==> src/rtl/encoder_pkg.sv <==
// Shared constants and helpers for the quadrature encoder front end.
// Latency: pure combinational helpers, no state.
// Backpressure: not applicable.
package encoder_pkg;

    localparam logic [1:0] MODE_X1 = 2'b00;
    localparam logic [1:0] MODE_X2 = 2'b01;
    localparam logic [1:0] MODE_X4 = 2'b10;

    typedef struct packed {
        logic inc;
        logic dec;
        logic illegal;
    } step_t;

    // State is {A,B}; forward order is 00 -> 10 -> 11 -> 01 -> 00.
    function automatic step_t decode_step(input logic [1:0] mode,
                                          input logic [1:0] prev_ab,
                                          input logic [1:0] cur_ab);
        step_t s;
        logic  fwd;
        s   = '0;
        fwd = (prev_ab == 2'b00 && cur_ab == 2'b10) ||
              (prev_ab == 2'b10 && cur_ab == 2'b11) ||
              (prev_ab == 2'b11 && cur_ab == 2'b01) ||
              (prev_ab == 2'b01 && cur_ab == 2'b00);
        if (prev_ab != cur_ab) begin
            if ((prev_ab ^ cur_ab) == 2'b11) begin
                s.illegal = 1'b1;
            end else begin
                case (mode)
                    MODE_X1: begin
                        s.inc = (prev_ab == 2'b00) && (cur_ab == 2'b10);
                        s.dec = (prev_ab == 2'b10) && (cur_ab == 2'b00);
                    end
                    MODE_X2: begin
                        // Only A edges count; direction from A's new level vs B.
                        if (prev_ab[1] != cur_ab[1]) begin
                            s.inc = cur_ab[1] ^ cur_ab[0];
                            s.dec = ~(cur_ab[1] ^ cur_ab[0]);
                        end
                    end
                    default: begin
                        // x4, and the reserved code behaves the same.
                        s.inc = fwd;
                        s.dec = ~fwd;
                    end
                endcase
            end
        end
        return s;
    endfunction

    // Counts per revolution for the given mode, capped at the position range.
    function automatic logic [31:0] calc_modulus(input logic [10:0] ppr,
                                                 input logic [1:0]  mode,
                                                 input int          pos_w);
        logic [31:0] m;
        logic [31:0] lim;
        case (mode)
            MODE_X1: m = {21'd0, ppr};
            MODE_X2: m = {20'd0, ppr, 1'b0};
            default: m = {19'd0, ppr, 2'b00};
        endcase
        lim = 32'd1 << pos_w;
        return (m > lim) ? lim : m;
    endfunction

endpackage

==> src/rtl/enc_channel.sv <==
// One encoder channel: 2-flop sync, per-input debounce, decode, position/rev counter, sticky error.
// Latency: a stable pad level reaches pos DB_CYCLES+3 clocks after the first edge that samples it.
// Backpressure: none; counts are applied every clock, clear discards a coincident count.
module enc_channel
    import encoder_pkg::*;
#(
    parameter int POS_W     = 12,
    parameter int REV_W     = 8,
    parameter int DB_CYCLES = 16
) (
    input  logic             clk,
    input  logic             reset,
    input  logic             a,
    input  logic             b,
    input  logic [1:0]       mode,
    input  logic [POS_W:0]   modulus,
    input  logic             clear,
    input  logic             err_clr,
    output logic [POS_W-1:0] pos,
    output logic [REV_W-1:0] rev,
    output logic             dir,
    output logic             err
);

    localparam int                MOD_W    = POS_W + 1;
    localparam int                CNT_W    = (DB_CYCLES > 1) ? $clog2(DB_CYCLES) : 1;
    localparam logic [CNT_W-1:0]  CNT_LAST = CNT_W'(DB_CYCLES - 1);

    logic [1:0]       sync1;
    logic [1:0]       sync2;
    logic [1:0]       db_ab;
    logic [1:0]       prev_ab;
    logic [CNT_W-1:0] db_cnt [2];
    step_t            step_d;
    step_t            step_q;
    logic [POS_W:0]   mod_m1;
    logic             at_top;
    logic             count_en;

    assign step_d   = decode_step(mode, prev_ab, db_ab);
    assign mod_m1   = modulus - MOD_W'(1);
    assign at_top   = ({1'b0, pos} == mod_m1);
    assign count_en = (modulus != '0) && !clear && (step_q.inc || step_q.dec);

    // Two-flop synchroniser on the asynchronous pads, bit 1 = A.
    always_ff @(posedge clk) begin
        if (reset) begin
            sync1 <= '0;
            sync2 <= '0;
        end else begin
            sync1 <= {a, b};
            sync2 <= sync1;
        end
    end

    // Debounce: accept a new level only after it has differed for DB_CYCLES clocks.
    always_ff @(posedge clk) begin
        if (reset) begin
            db_ab     <= '0;
            db_cnt[0] <= '0;
            db_cnt[1] <= '0;
        end else begin
            for (int i = 0; i < 2; i++) begin
                if (sync2[i] == db_ab[i]) begin
                    db_cnt[i] <= '0;
                end else if (db_cnt[i] == CNT_LAST) begin
                    db_ab[i]  <= sync2[i];
                    db_cnt[i] <= '0;
                end else begin
                    db_cnt[i] <= db_cnt[i] + CNT_W'(1);
                end
            end
        end
    end

    // Register the decoded step so counting runs one stage after the debounced edge.
    always_ff @(posedge clk) begin
        if (reset) begin
            prev_ab <= '0;
            step_q  <= '0;
        end else begin
            prev_ab <= db_ab;
            step_q  <= step_d;
        end
    end

    // Position/revolution counter with modulus wrap, direction and sticky error.
    always_ff @(posedge clk) begin
        if (reset) begin
            pos <= '0;
            rev <= '0;
            dir <= 1'b0;
            err <= 1'b0;
        end else begin
            if (clear) begin
                pos <= '0;
                rev <= '0;
            end else if (count_en) begin
                dir <= step_q.inc;
                if (step_q.inc) begin
                    if (at_top) begin
                        pos <= '0;
                        rev <= rev + REV_W'(1);
                    end else begin
                        pos <= pos + POS_W'(1);
                    end
                end else begin
                    if (pos == '0) begin
                        pos <= mod_m1[POS_W-1:0];
                        rev <= rev - REV_W'(1);
                    end else begin
                        pos <= pos - POS_W'(1);
                    end
                end
            end
            // A new illegal transition wins over a coincident clear.
            if (step_q.illegal) begin
                err <= 1'b1;
            end else if (err_clr) begin
                err <= 1'b0;
            end
        end
    end

endmodule

==> src/rtl/quad_encoder_array.sv <==
// N-channel quadrature front end with shared ppr/mode and a coherent snapshot register.
// Latency: pos follows pads by DB_CYCLES+3 clocks; snapshot strobes the cycle after snap_req.
// Backpressure: none; every snap_req is served, back-to-back requests give back-to-back strobes.
module quad_encoder_array
    import encoder_pkg::*;
#(
    parameter int N_CH      = 2,
    parameter int POS_W     = 12,
    parameter int REV_W     = 8,
    parameter int DB_CYCLES = 16
) (
    input  logic                  clk,
    input  logic                  reset,
    input  logic [N_CH-1:0]       a,
    input  logic [N_CH-1:0]       b,
    input  logic [1:0]            mode,
    input  logic [10:0]           ppr,
    input  logic [N_CH-1:0]       err_clr,
    input  logic                  snap_req,
    output logic [N_CH*POS_W-1:0] pos,
    output logic [N_CH*REV_W-1:0] rev,
    output logic [N_CH-1:0]       dir,
    output logic [N_CH-1:0]       err,
    output logic                  snap_valid,
    output logic [N_CH*POS_W-1:0] snap_pos,
    output logic [N_CH*REV_W-1:0] snap_rev
);

    localparam int MOD_W = POS_W + 1;

    logic [10:0]      ppr_q;
    logic [1:0]       mode_q;
    logic             cfg_change;
    logic [POS_W:0]   modulus;

    assign cfg_change = (ppr != ppr_q) || (mode != mode_q);
    assign modulus    = MOD_W'(calc_modulus(ppr, mode, POS_W));

    // Registered copy of the configuration used to detect ppr/mode changes.
    always_ff @(posedge clk) begin
        if (reset) begin
            ppr_q  <= '0;
            mode_q <= '0;
        end else begin
            ppr_q  <= ppr;
            mode_q <= mode;
        end
    end

    genvar g;
    generate
        for (g = 0; g < N_CH; g++) begin : g_ch
            enc_channel #(
                .POS_W     (POS_W),
                .REV_W     (REV_W),
                .DB_CYCLES (DB_CYCLES)
            ) u_ch (
                .clk     (clk),
                .reset   (reset),
                .a       (a[g]),
                .b       (b[g]),
                .mode    (mode),
                .modulus (modulus),
                .clear   (cfg_change),
                .err_clr (err_clr[g]),
                .pos     (pos[g*POS_W +: POS_W]),
                .rev     (rev[g*REV_W +: REV_W]),
                .dir     (dir[g]),
                .err     (err[g])
            );
        end
    endgenerate

    // Snapshot captures the pre-update counter values of all channels at once.
    always_ff @(posedge clk) begin
        if (reset) begin
            snap_valid <= 1'b0;
            snap_pos   <= '0;
            snap_rev   <= '0;
        end else begin
            snap_valid <= snap_req;
            if (snap_req) begin
                snap_pos <= pos;
                snap_rev <= rev;
            end
        end
    end

endmodule

==> config.mk <==
export PLATFORM = sky130hd
export DESIGN_NAME = quad_encoder_array
export DESIGN_NICKNAME = d
export VERILOG_FILES = /design/src/rtl/encoder_pkg.sv /design/src/rtl/enc_channel.sv /design/src/rtl/quad_encoder_array.sv
export SDC_FILE = /design/constraint.sdc
export NUM_CORES = 1
export LEC_CHECK = 0
export CAP_MARGIN = 10
export CORE_UTILIZATION = 44
export DETAILED_ROUTE_END_ITERATION = 16
export HOLD_SLACK_MARGIN = 0.03
export PLACE_DENSITY = 0.66
export SKIP_CTS_REPAIR_TIMING = 1
export SLEW_MARGIN = 20
export SYNTH_ARGS = -nofsm -noshare
export SYNTH_HDL_FRONTEND = slang
export SYNTH_SLANG_ARGS = --single-unit
==> constraint.sdc <==
create_clock -name clk -period 9.6 [get_ports clk]
set_input_delay 0.96 -clock clk [delete_from_list [all_inputs] [get_ports clk]]
set_output_delay 0.96 -clock clk [all_outputs]
set_load 0.05 [all_outputs]
After elaboration in Yosys (flattened, before gate mapping)
Memory sizes are Yosys's and may differ from the RTL's.
Cells that the tools add are included.
{"block": "op_classes", "mux": 82, "add_sub_neg": 13, "eq_ne": 33, "magnitude_cmp": 1, "n_reduce_logical": 48, "n_bitwise": 27}
{"operator": "$mux W12", "count": 6}
{"operator": "$mux W1", "count": 52}
{"operator": "$mux W4", "count": 12}
{"operator": "$mux W8", "count": 6}
{"operator": "$gt A32 B13 Y1 const B", "count": 1}
{"operator": "$eq A12 B13 Y1", "count": 2}
{"operator": "$pmux W13 S2", "count": 1}
{"operator": "$add A12 B1 Y12 const B", "count": 2}
{"operator": "$logic_not A12 Y1", "count": 2}
{"operator": "$sub A12 B1 Y12 const B", "count": 2}
{"operator": "$eq A2 B2 Y1 const B", "count": 10}
{"operator": "$add A4 B1 Y4 const B", "count": 4}
{"operator": "$add A8 B1 Y8 const B", "count": 2}
{"operator": "$eq A4 B4 Y1 const B", "count": 4}
{"operator": "$sub A8 B1 Y8 const B", "count": 2}
{"operator": "$logic_and A1 B1 Y1", "count": 13}
{"operator": "$mux W13", "count": 1}
{"operator": "$reduce_bool A13 Y1", "count": 1}
{"operator": "$sub A13 B1 Y13 const B", "count": 1}
{"operator": "$or A1 B1 Y1", "count": 12}
{"operator": "$reduce_and A2 Y1", "count": 6}
{"operator": "$ne A11 B11 Y1", "count": 1}
{"operator": "$not A1 Y1", "count": 11}
{"operator": "$eq A2 B1 Y1 const B", "count": 5}
{"operator": "15 further kinds", "count": 45}
{"block": "word_totals", "register_bits": 120, "word_cells": 235, "n_memories": 2, "output_inout_bits": 85, "ram_bits": 16, "input_bits": 22}
{"name": "g_ch[0].u_ch.db_cnt", "words": 2, "width": 4, "rd": 2, "rd_clocked_by_memory_dff": 0, "write_ports": 2, "line_no": "enc_channel.sv:33", "source": "logic [CNT_W-1:0] db_cnt [2];"}
{"name": "g_ch[1].u_ch.db_cnt", "words": 2, "width": 4, "rd": 2, "rd_clocked_by_memory_dff": 0, "write_ports": 2, "line_no": "enc_channel.sv:33"}

Longest topological paths before layout
Gate-level depths: netlist (run 1).
{"block": "logic_depth", "depth_word": 8, "ltp_mapped": 19, "ltp_nobuf": 15}

Cells and area by module
Synthesis (run 1) repeated with hierarchy kept, for this count alone.
{"block": "unflattened", "hier_cells": 1021, "hier_area_um2": 8760.9}
{"module": "enc_channel", "area_per_inst_um2": 3280.6, "instances": 2, "seq_area_each_um2": 900.9, "cells_each": 403}
{"module": "quad_encoder_array", "area_per_inst_um2": 2199.6, "instances": 1, "seq_area_each_um2": 1081.0, "cells_each": 215}

Worst setup path after synthesis (run 1)
Ideal clock, no wire load.
{"block": "synth_timing", "path_type": "input to register", "start": "in mode[0]", "end": "reg g_ch[0].u_ch.rev[1]", "n_path_buf": 5, "required_ns": 9.471, "arrival_time_ns": 5.104, "cell_stages": 19, "setup_ns": 0.129, "setup_slack_ns": 4.367, "cell_sequence": "buf_6 buf_6 buf_2 buf_1 mux2_2 nand2_1 ha_1 clkbuf_1 nor3b_1 a211o_1 o211ai_1 xor2_1 a2111o_1 or4_4 nor4_4 nand3_2 a21oi_4 mux2i_1 nor2_1"}
{"block": "synth_via", "elab_chain_cells": 8, "elab_cells_between_ends": 16, "classes_between": "add/sub: 1; order compare: 1; eq/ne: 4; mux: 2; reduce/logical: 8"}
{"element": "start, declared", "line_no": "quad_encoder_array.sv:16", "source": "input logic [1:0] mode,"}
{"element": "$eq A2 B1 Y1 or $logic_not A2 Y1 (tied branches)", "line_no": "encoder_pkg.sv:60", "source": "case (mode)"}
{"element": "$pmux W13 S2", "line_no": "encoder_pkg.sv:60"}
{"element": "$gt A32 B13 Y1", "line_no": "encoder_pkg.sv:66", "source": "return (m > lim) ? lim : m;"}
{"element": "$mux W13", "line_no": "encoder_pkg.sv:66"}
{"element": "$sub A13 B1 Y13 or $reduce_bool A13 Y1 (tied branches)", "line_no": "enc_channel.sv:41, enc_channel.sv:43"}
{"element": "$eq A12 B13 Y1 or $logic_and A1 B1 Y1 (tied branches)", "line_no": "enc_channel.sv:42, enc_channel.sv:43"}
{"element": "$ne A2 B2 Y1 (no source line) or $logic_and A1 B1 Y1 (tied branches)"}
{"element": "$reduce_and A3 Y1 (no source line)"}
{"element": "end signal, assigned", "line_no": "enc_channel.sv:103", "source": "rev <= rev + REV_W'(1);"}
{"element": "end signal, assigned", "line_no": "enc_channel.sv:110", "source": "rev <= rev - REV_W'(1);"}
{"element": "end, declared", "line_no": "enc_channel.sv:20", "source": "output logic [REV_W-1:0] rev,"}
Parallel ways exist; a longest one is shown, timed or not.
A chain may end at the register's enable or synchronous reset.

Final worst setup path (run 1)
{"block": "layout_timing", "start": "in mode[1]", "end": "reg g_ch[0].u_ch.rev[1]"}
Same word-level chain as after synthesis.

==> flow_summary.ini, run 1 <==
[status]
run_status = finished, final reports clean

[worst_setup_path]
critical_path_peak_fanout = 47
timing.critical_path.slowest_cell_delay_ns = 0.59
timing.critical_path.slowest_stage_cell = sky130_fd_sc_hd__ha_1
cp_data_required_time_ns = 9.90
crit_family = simple AND/OR/NAND/NOR gates
worst-endpoint-arrival_ns = 6.13
path_cells = clkdlybuf4s50_1, buf_4, clkinv_1, nand2_1, ha_1, nor3b_1, a211o_1, o211ai_1, xor2_1, a2111o_1, or4_4, nor4_4, nand3_2, a21oi_4, mux2i_1, nor2_1
setup.worst_path.start_class = input port
end_kind = flip-flop
critical_path_buf_inv_count = 3
critical_path_class = input port to flip-flop

[pwr]
switching_share_pct = 25.0
pwr-share-seq_pct = 41.0
p_comb_share_pct = 10.0
power_mw = 1.43
power_density_mw_per_mm2 = 137
ir_worst_vdd_mv = 0.115
power_frac_clock_pct = 49.0
power_report.internal_total_mw = 1.07
power.switching_mw = 0.358
p_leak_nw = 4.06

[clock_tree]
cts.htree.levels = 4
clk_pin_slew_ns = 0.06
cts.sinks = 136
tritoncts = yes
clk_path_buf_depth = 2
tritoncts.num_buffers = 17
clock_insertion_delay_worst_skew_ns = 0.43
cts_root_buffer = sky130_fd_sc_hd__clkbuf_16

[detailed_routing]
drt-wirelength-per-cell_um = 16.0
via_count_normalized_by_instance_count = 5.51
drt_first_pass_iters = 7
antenna_violating_nets_left = 0
drt_first_iter_violations = 603
drt_total_wl_mm = 21.8
drcViolationCount = 0
vias = 7505

[final_layout]
final_layout_size_suffix_gt1_share_pct = 6.75
stdcell_area_mm2 = 0.0105
fin_cells = 1361
n_antenna_cell = 0
seq_area_mm2 = 0.00288
layout.nets = 1143
filler_cell_count = 1843
multi_input_comb_area_mm2 = 0.00538
area_growth_syn_to_layout_pct = 20.4
fin_util_pct = 54.0
final_cell_mix = sky130_fd_sc_hd__nor2_1 (139), sky130_fd_sc_hd__dfxtp_1 (120), sky130_fd_sc_hd__clkdlybuf4s50_1 (104)
final_common_cell = sky130_fd_sc_hd__nor2_1

[floorplanning]
rows = 51
floorplan.initialDensity_pct = 44.8
core_area_mm2 = 0.0194
fp.dieH_um = 143
pin_count = 107
die_area_mm2 = 0.0203
die-width_um = 143

[timing]
hold_violations = 0
timing.clock.skew_ns = 0.00858
relSlewSlack_pct = 41.1
final_cycle_utilization_of_the_critical_path_pct = 60.7
rsz0062_at_grt = no
timing_max_transition_violations_final = 0
final_period_minus_worst_setup_slack_ns = 5.82
worst-slew-pin-transition_ns = 0.878
final.setup.tns_ns = 0
finalSetupViolations = 0
max_freq_ghz = 0.172

[run]
cap_viol_max_count = 0

[place]
io_buffers = 106
gp_congestion = 0.908
hpwlAfterDp_mm = 15.2
postPlaceCellArea_mm2 = 0.00985
dp_cells = 1329

[grt]
vias_in_the_first_global_route = 6855
grt_overflow_total = 0
wire_length_of_the_first_global_routing_pass_mm = 35.7
grt_antenna_before_repair = 0
largest_net_degree_at_the_start_of_global_routing = 68
track_usage_pct = 22.4

[synth]
synth-edff-count = 16
synth_area_mm2 = 0.00870
async_set_or_reset_flop_fraction_in_the_synthesized_netlist_pct = 0
postSynthRegisterBits = 136
synth_unique_cells = 89
seq_area_frac_synth_pct = 33.1
synthesis.instances = 1012
dominantRegCellSynth = sky130_fd_sc_hd__dfxtp_1
postSynthAreaPerCell_um2 = 8.60
synth-warning-count = 0

[worst_hold_path]
hp-class = flip-flop to flip-flop
[cell families after synthesis]
kind of cell | Yosys count | synth area share [%]
AO/OA/AOI/OAI | 197 | 16.6
multiplexers | 75 | 9.06
XOR/XNOR | 87 | 8.85
other | 1 | 0.0431
AND/OR/NAND/NOR | 364 | 21.0
flip-flops | 136 | 33.1
buffers and inverters | 114 | 5.64
adder cells (fa/ha/maj) | 38 | 5.64
[per-stage QoR]
step	worst slack (ns)	hold slack (ns)
final	3.78	0.436
after global placement	3.53	0.420
after global routing	3.34	0.465
after CTS	3.85	0.440
after detailed placement	3.40	0.425
after floorplan	4.37	0.413
[state kept, by name, indices dropped and copies added (netlist names)]
signal / flops
g_ch.u_ch.prev_ab: 4
ppr_q: 11
g_ch.u_ch.step_q: 6
g_ch.u_ch.db_cnt: 16
g_ch.u_ch.rev: 16
g_ch.u_ch.sync2: 4
g_ch.u_ch.pos: 24
g_ch.u_ch.err: 2
mode_q: 2
g_ch.u_ch.dir: 2
g_ch.u_ch.db_ab: 4
g_ch.u_ch.sync1: 4
snap_pos: 24
snap_valid: 1
snap_rev: 16
[cell type report]
cell class                      count  share of cell area [%]
Multi-Input combinational cell    777                    51.4
Inverter                           37                    1.33
Sequential cell                   136                    27.5
Clock buffer                       18                    4.10
Timing Repair Buffer              114                    10.6
Tap cell                          265                    3.17
Clock inverter                     14                    1.86
[cells in the mapped netlist (5+ instances only)]
cell	n	area, um2
sky130_fd_sc_hd__inv_1	34	128
sky130_fd_sc_hd__a21oi_1	42	210
sky130_fd_sc_hd__a21o_1	12	90.1
sky130_fd_sc_hd__dfxtp_1	120	2400
sky130_fd_sc_hd__a31oi_1	6	37.5
sky130_fd_sc_hd__nor2_1	139	522
sky130_fd_sc_hd__ha_1	36	450
sky130_fd_sc_hd__nand2_1	54	203
sky130_fd_sc_hd__and3_1	8	50.1
sky130_fd_sc_hd__nand3_1	24	120
sky130_fd_sc_hd__o21ai_0	31	155
sky130_fd_sc_hd__o211ai_1	7	52.6
sky130_fd_sc_hd__clkbuf_1	52	195
sky130_fd_sc_hd__buf_2	5	25.0
sky130_fd_sc_hd__or3_1	10	62.6
sky130_fd_sc_hd__a221o_1	5	50.1
sky130_fd_sc_hd__o21ai_1	7	35.0
sky130_fd_sc_hd__nor2b_1	26	163
sky130_fd_sc_hd__buf_1	9	33.8
sky130_fd_sc_hd__and2_1	5	31.3
sky130_fd_sc_hd__xnor2_1	39	342
sky130_fd_sc_hd__a211oi_1	10	75.1
sky130_fd_sc_hd__o21a_1	6	45.0
sky130_fd_sc_hd__nor4_1	9	56.3
sky130_fd_sc_hd__mux2i_1	65	651
sky130_fd_sc_hd__nand4_1	6	37.5
sky130_fd_sc_hd__nor3b_1	5	37.5
sky130_fd_sc_hd__xor2_1	47	412
sky130_fd_sc_hd__buf_4	7	52.6
sky130_fd_sc_hd__o22ai_1	15	93.8
sky130_fd_sc_hd__mux2_2	7	78.8
sky130_fd_sc_hd__nor3_1	33	165
sky130_fd_sc_hd__nand2b_1	14	87.6
sky130_fd_sc_hd__edfxtp_1	16	480
[power by group through the flow]
| stage | sequential (mW) | clock, mW | combinational [mW] |
|---|---|---|---|
| final | 0.587 | 0.702 | 0.143 |
| after global routing | 0.587 | 0.741 | 0.156 |
| after CTS | 0.587 | 0.717 | 0.142 |
| after detailed placement | 0.599 | 0 | 0.141 |
| after global placement | 0.599 | 0 | 0.141 |
| after floorplan | 0.599 | 0 | 0.106 |
[layer usage]
| layer | up-vias | routed length (um) | global-route usage (%) |
|---|---|---|---|
| li1 | 3693 | - | - |
| met1 | 3551 | 10300 | 30.3 |
| met2 | 230 | 9790 | 34.9 |
| met3 | 31 | 1360 | 5.70 |
| met4 | 0 | 335 | 6.73 |
| met5 | - | 0 | 0 |
[worst paths after layout]
kind	start	slack (ns)	to	depth (start not counted)
setup / recovery	mode[1]	3.78	g_ch[0].u_ch.rev[1]	16
hold / removal	g_ch[0].u_ch.sync1[0]	0.44	g_ch[0].u_ch.sync2[0]	1
setup reg to reg	g_ch[0].u_ch.pos[2]	5.85	g_ch[0].u_ch.rev[1]	9
hold reg to reg	g_ch[0].u_ch.sync1[0]	0.44	g_ch[0].u_ch.sync2[0]	1
Power figures use the tool's default switching activity.
==> inputs of run 2 (changes only) <==
- PLACE_DENSITY: 0.66 -> 0.68
- clock period: 9.6 -> 5.02 ns (I/O delays scaled with it)
==> run 2 against run 1 <==
Net effect:
- clock skew is 0.0047 ns higher
- final cell count is 1.5% higher
- core utilization is 0.74 points higher
- sequential power is 91% higher
- design area is 1.4% higher
- first-iteration DRC count is 13% lower
==> flow_summary.ini, run 2 (synthesis results as in run 1) <==
[place]
dp_slack_ns = 0.317
dp_cells = 1350
io_buffers = 106
gp_congestion = 0.908
hpwlAfterDp_mm = 15.8

[detailed_routing]
drt-wirelength-per-cell_um = 16.2
drt_first_pass_iters = 7
via_count_normalized_by_instance_count = 5.47
antenna_violating_nets_left = 0
drt_total_wl_mm = 22.4
vias = 7562
drt_first_iter_violations = 525
drcViolationCount = 0

[clock_tree]
clk_pin_slew_ns = 0.06
cts_root_buffer = sky130_fd_sc_hd__clkbuf_16
clock_insertion_delay_worst_skew_ns = 0.43
clk_path_buf_depth = 2
cts.sinks = 136
cts.htree.levels = 4
tritoncts.num_buffers = 17
tritoncts = yes

[floorplanning]
fp.dieH_um = 143
pin_count = 107
floorplan.initialDensity_pct = 44.8
die_area_mm2 = 0.0203
core_area_mm2 = 0.0194
die-width_um = 143
rows = 51

[run]
cap_viol_max_count = 0

[worst_setup_path]
end_kind = flip-flop
worst-endpoint-arrival_ns = 4.56
path_cells = clkdlybuf4s50_1, buf_4, buf_4, mux2i_1, a21oi_1, or4_1, or2_1, a311oi_2, xor2_2, nor4_4, nand3_2, a21oi_4, mux2i_1, nor2_1
cp_data_required_time_ns = 5.32
critical_path_class = input port to flip-flop
timing.critical_path.slowest_cell_delay_ns = 0.62
setup.worst_path.start_class = input port
timing.critical_path.slowest_stage_cell = sky130_fd_sc_hd__or4_1
critical_path_peak_fanout = 29

[timing]
finalSetupViolations = 0
rsz0062_at_grt = no
finalHoldWorstSlack_ns = 0.439
final_critical_path_setup_slack_ns = 0.764
hold_violations = 0
max_freq_ghz = 0.235
timing_max_transition_violations_final = 0
final_cycle_utilization_of_the_critical_path_pct = 84.8
timing.clock.skew_ns = 0.0133
worst-slew-pin-transition_ns = 0.879
relSlewSlack_pct = 41.4
final_period_minus_worst_setup_slack_ns = 4.26
final.setup.tns_ns = 0

[pwr]
switching_share_pct = 25.6
p_comb_share_pct = 11.0
p_leak_nw = 4.16
pwr-share-seq_pct = 41.7
power_report.internal_total_mw = 2.00
ir_worst_vdd_mv = 0.243
power.switching_mw = 0.689
power_frac_clock_pct = 47.3
power_density_mw_per_mm2 = 253

[grt]
wire_length_of_the_first_global_routing_pass_mm = 36.2
grt_antenna_before_repair = 0
track_usage_pct = 22.7
largest_net_degree_at_the_start_of_global_routing = 84
vias_in_the_first_global_route = 6911
grt_overflow_total = 0

[final_layout]
final_layout_size_suffix_gt1_share_pct = 8.50
fin_cells = 1382
layout.nets = 1164
biggestRegsByFlops = g_ch.u_ch.pos: 24 flops, snap_pos: 24 flops
n_antenna_cell = 0
final_cell_mix = sky130_fd_sc_hd__nor2_1 (139), sky130_fd_sc_hd__dfxtp_1 (120), sky130_fd_sc_hd__clkdlybuf4s50_1 (104)
area_growth_syn_to_layout_pct = 22.0
final_common_cell = sky130_fd_sc_hd__nor2_1

[status]
run_status = finished, final reports clean

[worst_hold_path]
hp-class = flip-flop to flip-flop
[run 2: per-stage QoR]
step           utilization (%)  cell area (um2)  power (mW)
4_1_cts                   54.7            10600        2.71
6_report                  54.7            10600        2.69
5_1_grt                   54.7            10600        2.79
3_3_place_gp              51.6            10000        1.44
2_1_floorplan                -             8760        1.35
3_5_place_dp              51.6            10000        1.44
[run 2: path summary, 6_finish.rpt]
| path | start | slack (ns) | cells past startpoint | endpoint |
|---|---|---|---|---|
| max | mode[0] | 0.76 | 14 | g_ch[0].u_ch.rev[6] |
| min | g_ch[1].u_ch.sync1[0] | 0.44 | 1 | g_ch[1].u_ch.sync2[0] |
| max reg2reg | g_ch[0].u_ch.pos[6] | 1.60 | 9 | g_ch[0].u_ch.rev[6] |
| min reg2reg | g_ch[1].u_ch.sync1[0] | 0.44 | 1 | g_ch[1].u_ch.sync2[0] |
[run 2: layer usage]
layer  up-vias  track usage [%]  wire length, um
li1       3741                -                -
met1      3544             30.9            10600
met2       239             34.9             9880
met3        38             4.83             1430
met4         0             8.94              519
met5         -                0                0
[run 2: power groups by stage]
| stage | registers, mW | logic, mW | clock network (mW) |
|---|---|---|---|
| 6_report | 1.12 | 0.295 | 1.27 |
| 5_1_grt | 1.12 | 0.320 | 1.35 |
| 4_1_cts | 1.12 | 0.293 | 1.30 |
| 3_5_place_dp | 1.15 | 0.290 | 0 |
| 3_3_place_gp | 1.15 | 0.289 | 0 |
| 2_1_floorplan | 1.15 | 0.203 | 0 |
[run 2: worst max-delay path, delay by kind of cell]
| kind | cells | cell delay (ns) |
|---|---|---|
| simple gates | 5 | 1.53 |
| buf+inv | 3 | 1.03 |
| compound gates | 3 | 0.84 |
| mux | 2 | 0.49 |
| xor+xnor | 1 | 0.15 |
[run 2: final cells by class]
type / instances / area [um2]
well taps: 265 / 332
flip-flops and latches: 136 / 2880
clock buffers: 20 / 458
inverters: 37 / 139
fillers: 1865 / 8780
multi-input cells: 777 / 5380
clock inverters: 12 / 139
repair buffers: 135 / 1280
==> inputs of run 3 (changes only) <==
- PLACE_DENSITY: 0.68 -> 0.66
- clock period: 5.02 -> 4.1 ns (I/O delays scaled with it)
==> run 3 against run 2 <==
Net effect:
- core utilization rose by 3.4 points
- design area rose by 6.2%
- via count rose by 5.3%
- combinational power rose by 43%
- highest routed layer unchanged
- largest power group unchanged
- register-to-register slack got worse by 0.88 ns
- first-iteration DRC count rose by 31%
==> flow_summary.ini, run 3 (synthesis results as in run 1) <==
[status]
run_status = finished, final reports clean

[pwr]
power_density_mw_per_mm2 = 293
p_leak_nw = 4.56
ir_worst_vdd_mv = 0.280

[floorplanning]
die-width_um = 143
rows = 51
core_area_mm2 = 0.0194
fp.dieH_um = 143
pin_count = 107
floorplan.initialDensity_pct = 44.8
die_area_mm2 = 0.0203

[timing]
max_freq_ghz = 0.252
timing_max_transition_violations_final = 0
worst-slew-pin-transition_ns = 0.881
final_period_minus_worst_setup_slack_ns = 3.97
final_cycle_utilization_of_the_critical_path_pct = 96.8
finalSetupViolations = 0
rsz0062_at_grt = no
timing.clock.skew_ns = 0.00591
finalHoldWorstSlack_ns = 0.437
final.setup.tns_ns = 0
hold_violations = 0
relSlewSlack_pct = 41.3

[grt]
vias_in_the_first_global_route = 7546
grt_overflow_total = 0
grt_antenna_before_repair = 0
wire_length_of_the_first_global_routing_pass_mm = 38.1
largest_net_degree_at_the_start_of_global_routing = 84
track_usage_pct = 23.9

[final_layout]
final_common_cell = sky130_fd_sc_hd__nor2_1
biggestRegsByFlops = g_ch.u_ch.pos: 24 flops, snap_pos: 24 flops
n_antenna_cell = 0
final_cell_mix = sky130_fd_sc_hd__nor2_1 (139), sky130_fd_sc_hd__dfxtp_1 (120), sky130_fd_sc_hd__buf_4 (107)
stdcell_area_mm2 = 0.0113
fin_util_pct = 58.1
area_growth_syn_to_layout_pct = 29.6
fin_cells = 1462
layout.nets = 1244
final_layout_size_suffix_gt1_share_pct = 15.0

[place]
hpwlAfterDp_mm = 17.0
gp_congestion = 0.935
dp_cells = 1430
io_buffers = 106
postPlaceCellArea_mm2 = 0.0107

[worst_setup_path]
critical_path_peak_fanout = 15
cp_data_required_time_ns = 4.40
timing.critical_path.slowest_stage_cell = sky130_fd_sc_hd__or4_4
setup.worst_path.start_class = input port
end_kind = flip-flop
crit_family = simple AND/OR/NAND/NOR gates
critical_path_buf_inv_count = 4
critical_path_class = input port to flip-flop
timing.critical_path.slowest_cell_delay_ns = 0.52
worst-endpoint-arrival_ns = 4.26
path_cells = clkdlybuf4s50_1, buf_4, nor4_4, a221oi_2, and2_1, a2111o_1, a2111o_1, or4_4, nor4_4, buf_4, nand3_2, a21oi_4, buf_12, mux2i_1, nor2_1

[clock_tree]
cts.htree.levels = 4
clock_insertion_delay_worst_skew_ns = 0.42
tritoncts.num_buffers = 17
cts.sinks = 136
cts_root_buffer = sky130_fd_sc_hd__clkbuf_16
clk_pin_slew_ns = 0.06
tritoncts = yes
clk_path_buf_depth = 2

[detailed_routing]
drt_total_wl_mm = 23.6
vias = 7960
drt_first_pass_iters = 6
drt_first_iter_violations = 687
drt-wirelength-per-cell_um = 16.2
via_count_normalized_by_instance_count = 5.44
drcViolationCount = 0
antenna_violating_nets_left = 0

[worst_hold_path]
hp-class = flip-flop to flip-flop

[run]
cap_viol_max_count = 0
run 3: cell count changes in the layout (fill, tap and decap cells not counted), sizes merged:
| cell | change |
|---|---|
| buf | +80 |
| bufinv | -1 |
| clkbuf | +6 |
| clkdlybuf4s50 | -1 |
| dlymetal6s2s | +1 |
| inv | -5 |
run 3: cell type report:
class / instances / area (um2)
Clock buffer: 26 / 520
Clock inverter: 6 / 63.8
Fill cell: 1806 / 8130
Inverter: 37 / 139
Multi-Input combinational cell: 777 / 5440
Sequential cell: 136 / 2880
Tap cell: 265 / 332
Timing Repair Buffer: 215 / 1900
run 3: report_power, final:
group,switching [mW],internal (mW)
Clock,0.577,0.935
Combinational,0.232,0.190
Sequential,0.00933,1.37
run 3: worst register-to-register path, cell delays in order (launching register included):
cell,delay [ns]
sky130_fd_sc_hd__dfxtp_1,0.45
sky130_fd_sc_hd__or4_1,0.65
sky130_fd_sc_hd__or3_1,0.39
sky130_fd_sc_hd__or4_1,0.48
sky130_fd_sc_hd__nand2b_1,0.36
sky130_fd_sc_hd__nor2_1,0.27
sky130_fd_sc_hd__inv_1,0.11
sky130_fd_sc_hd__a21oi_4,0.18
sky130_fd_sc_hd__buf_12,0.14
sky130_fd_sc_hd__mux2i_1,0.19
sky130_fd_sc_hd__nor2_1,0.05
run 3: final timing paths:
kind / from / end / slack [ns] / cells past startpoint
worst max-delay path: mode[1] / g_ch[0].u_ch.rev[3] / 0.13 / 15
worst min-delay path: g_ch[1].u_ch.sync1[0] / g_ch[1].u_ch.sync2[0] / 0.44 / 1
worst max register to register: g_ch[0].u_ch.pos[2] / g_ch[0].u_ch.rev[3] / 0.72 / 10
worst min register to register: g_ch[1].u_ch.sync1[0] / g_ch[1].u_ch.sync2[0] / 0.44 / 1
run 3: through the flow:
| stage | total power, mW | setup slack, ns |
|---|---|---|
| floorplan | 1.66 | -0.0540 |
| global placement | 1.81 | -0.189 |
| detailed placement | 1.81 | -0.261 |
| CTS | 3.33 | 0.138 |
| global route | 3.43 | 0.00136 |
| finish | 3.31 | 0.132 |
run 3: metal layers:
| layer | track usage [%] | up-vias | routed length [um] |
|---|---|---|---|
| met4 | 9.00 | 0 | 558 |
| met3 | 6.57 | 45 | 1730 |
| li1 | - | 3900 | - |
| met2 | 37.3 | 275 | 10600 |
| met5 | 0 | - | 0 |
| met1 | 31.3 | 3740 | 10700 |
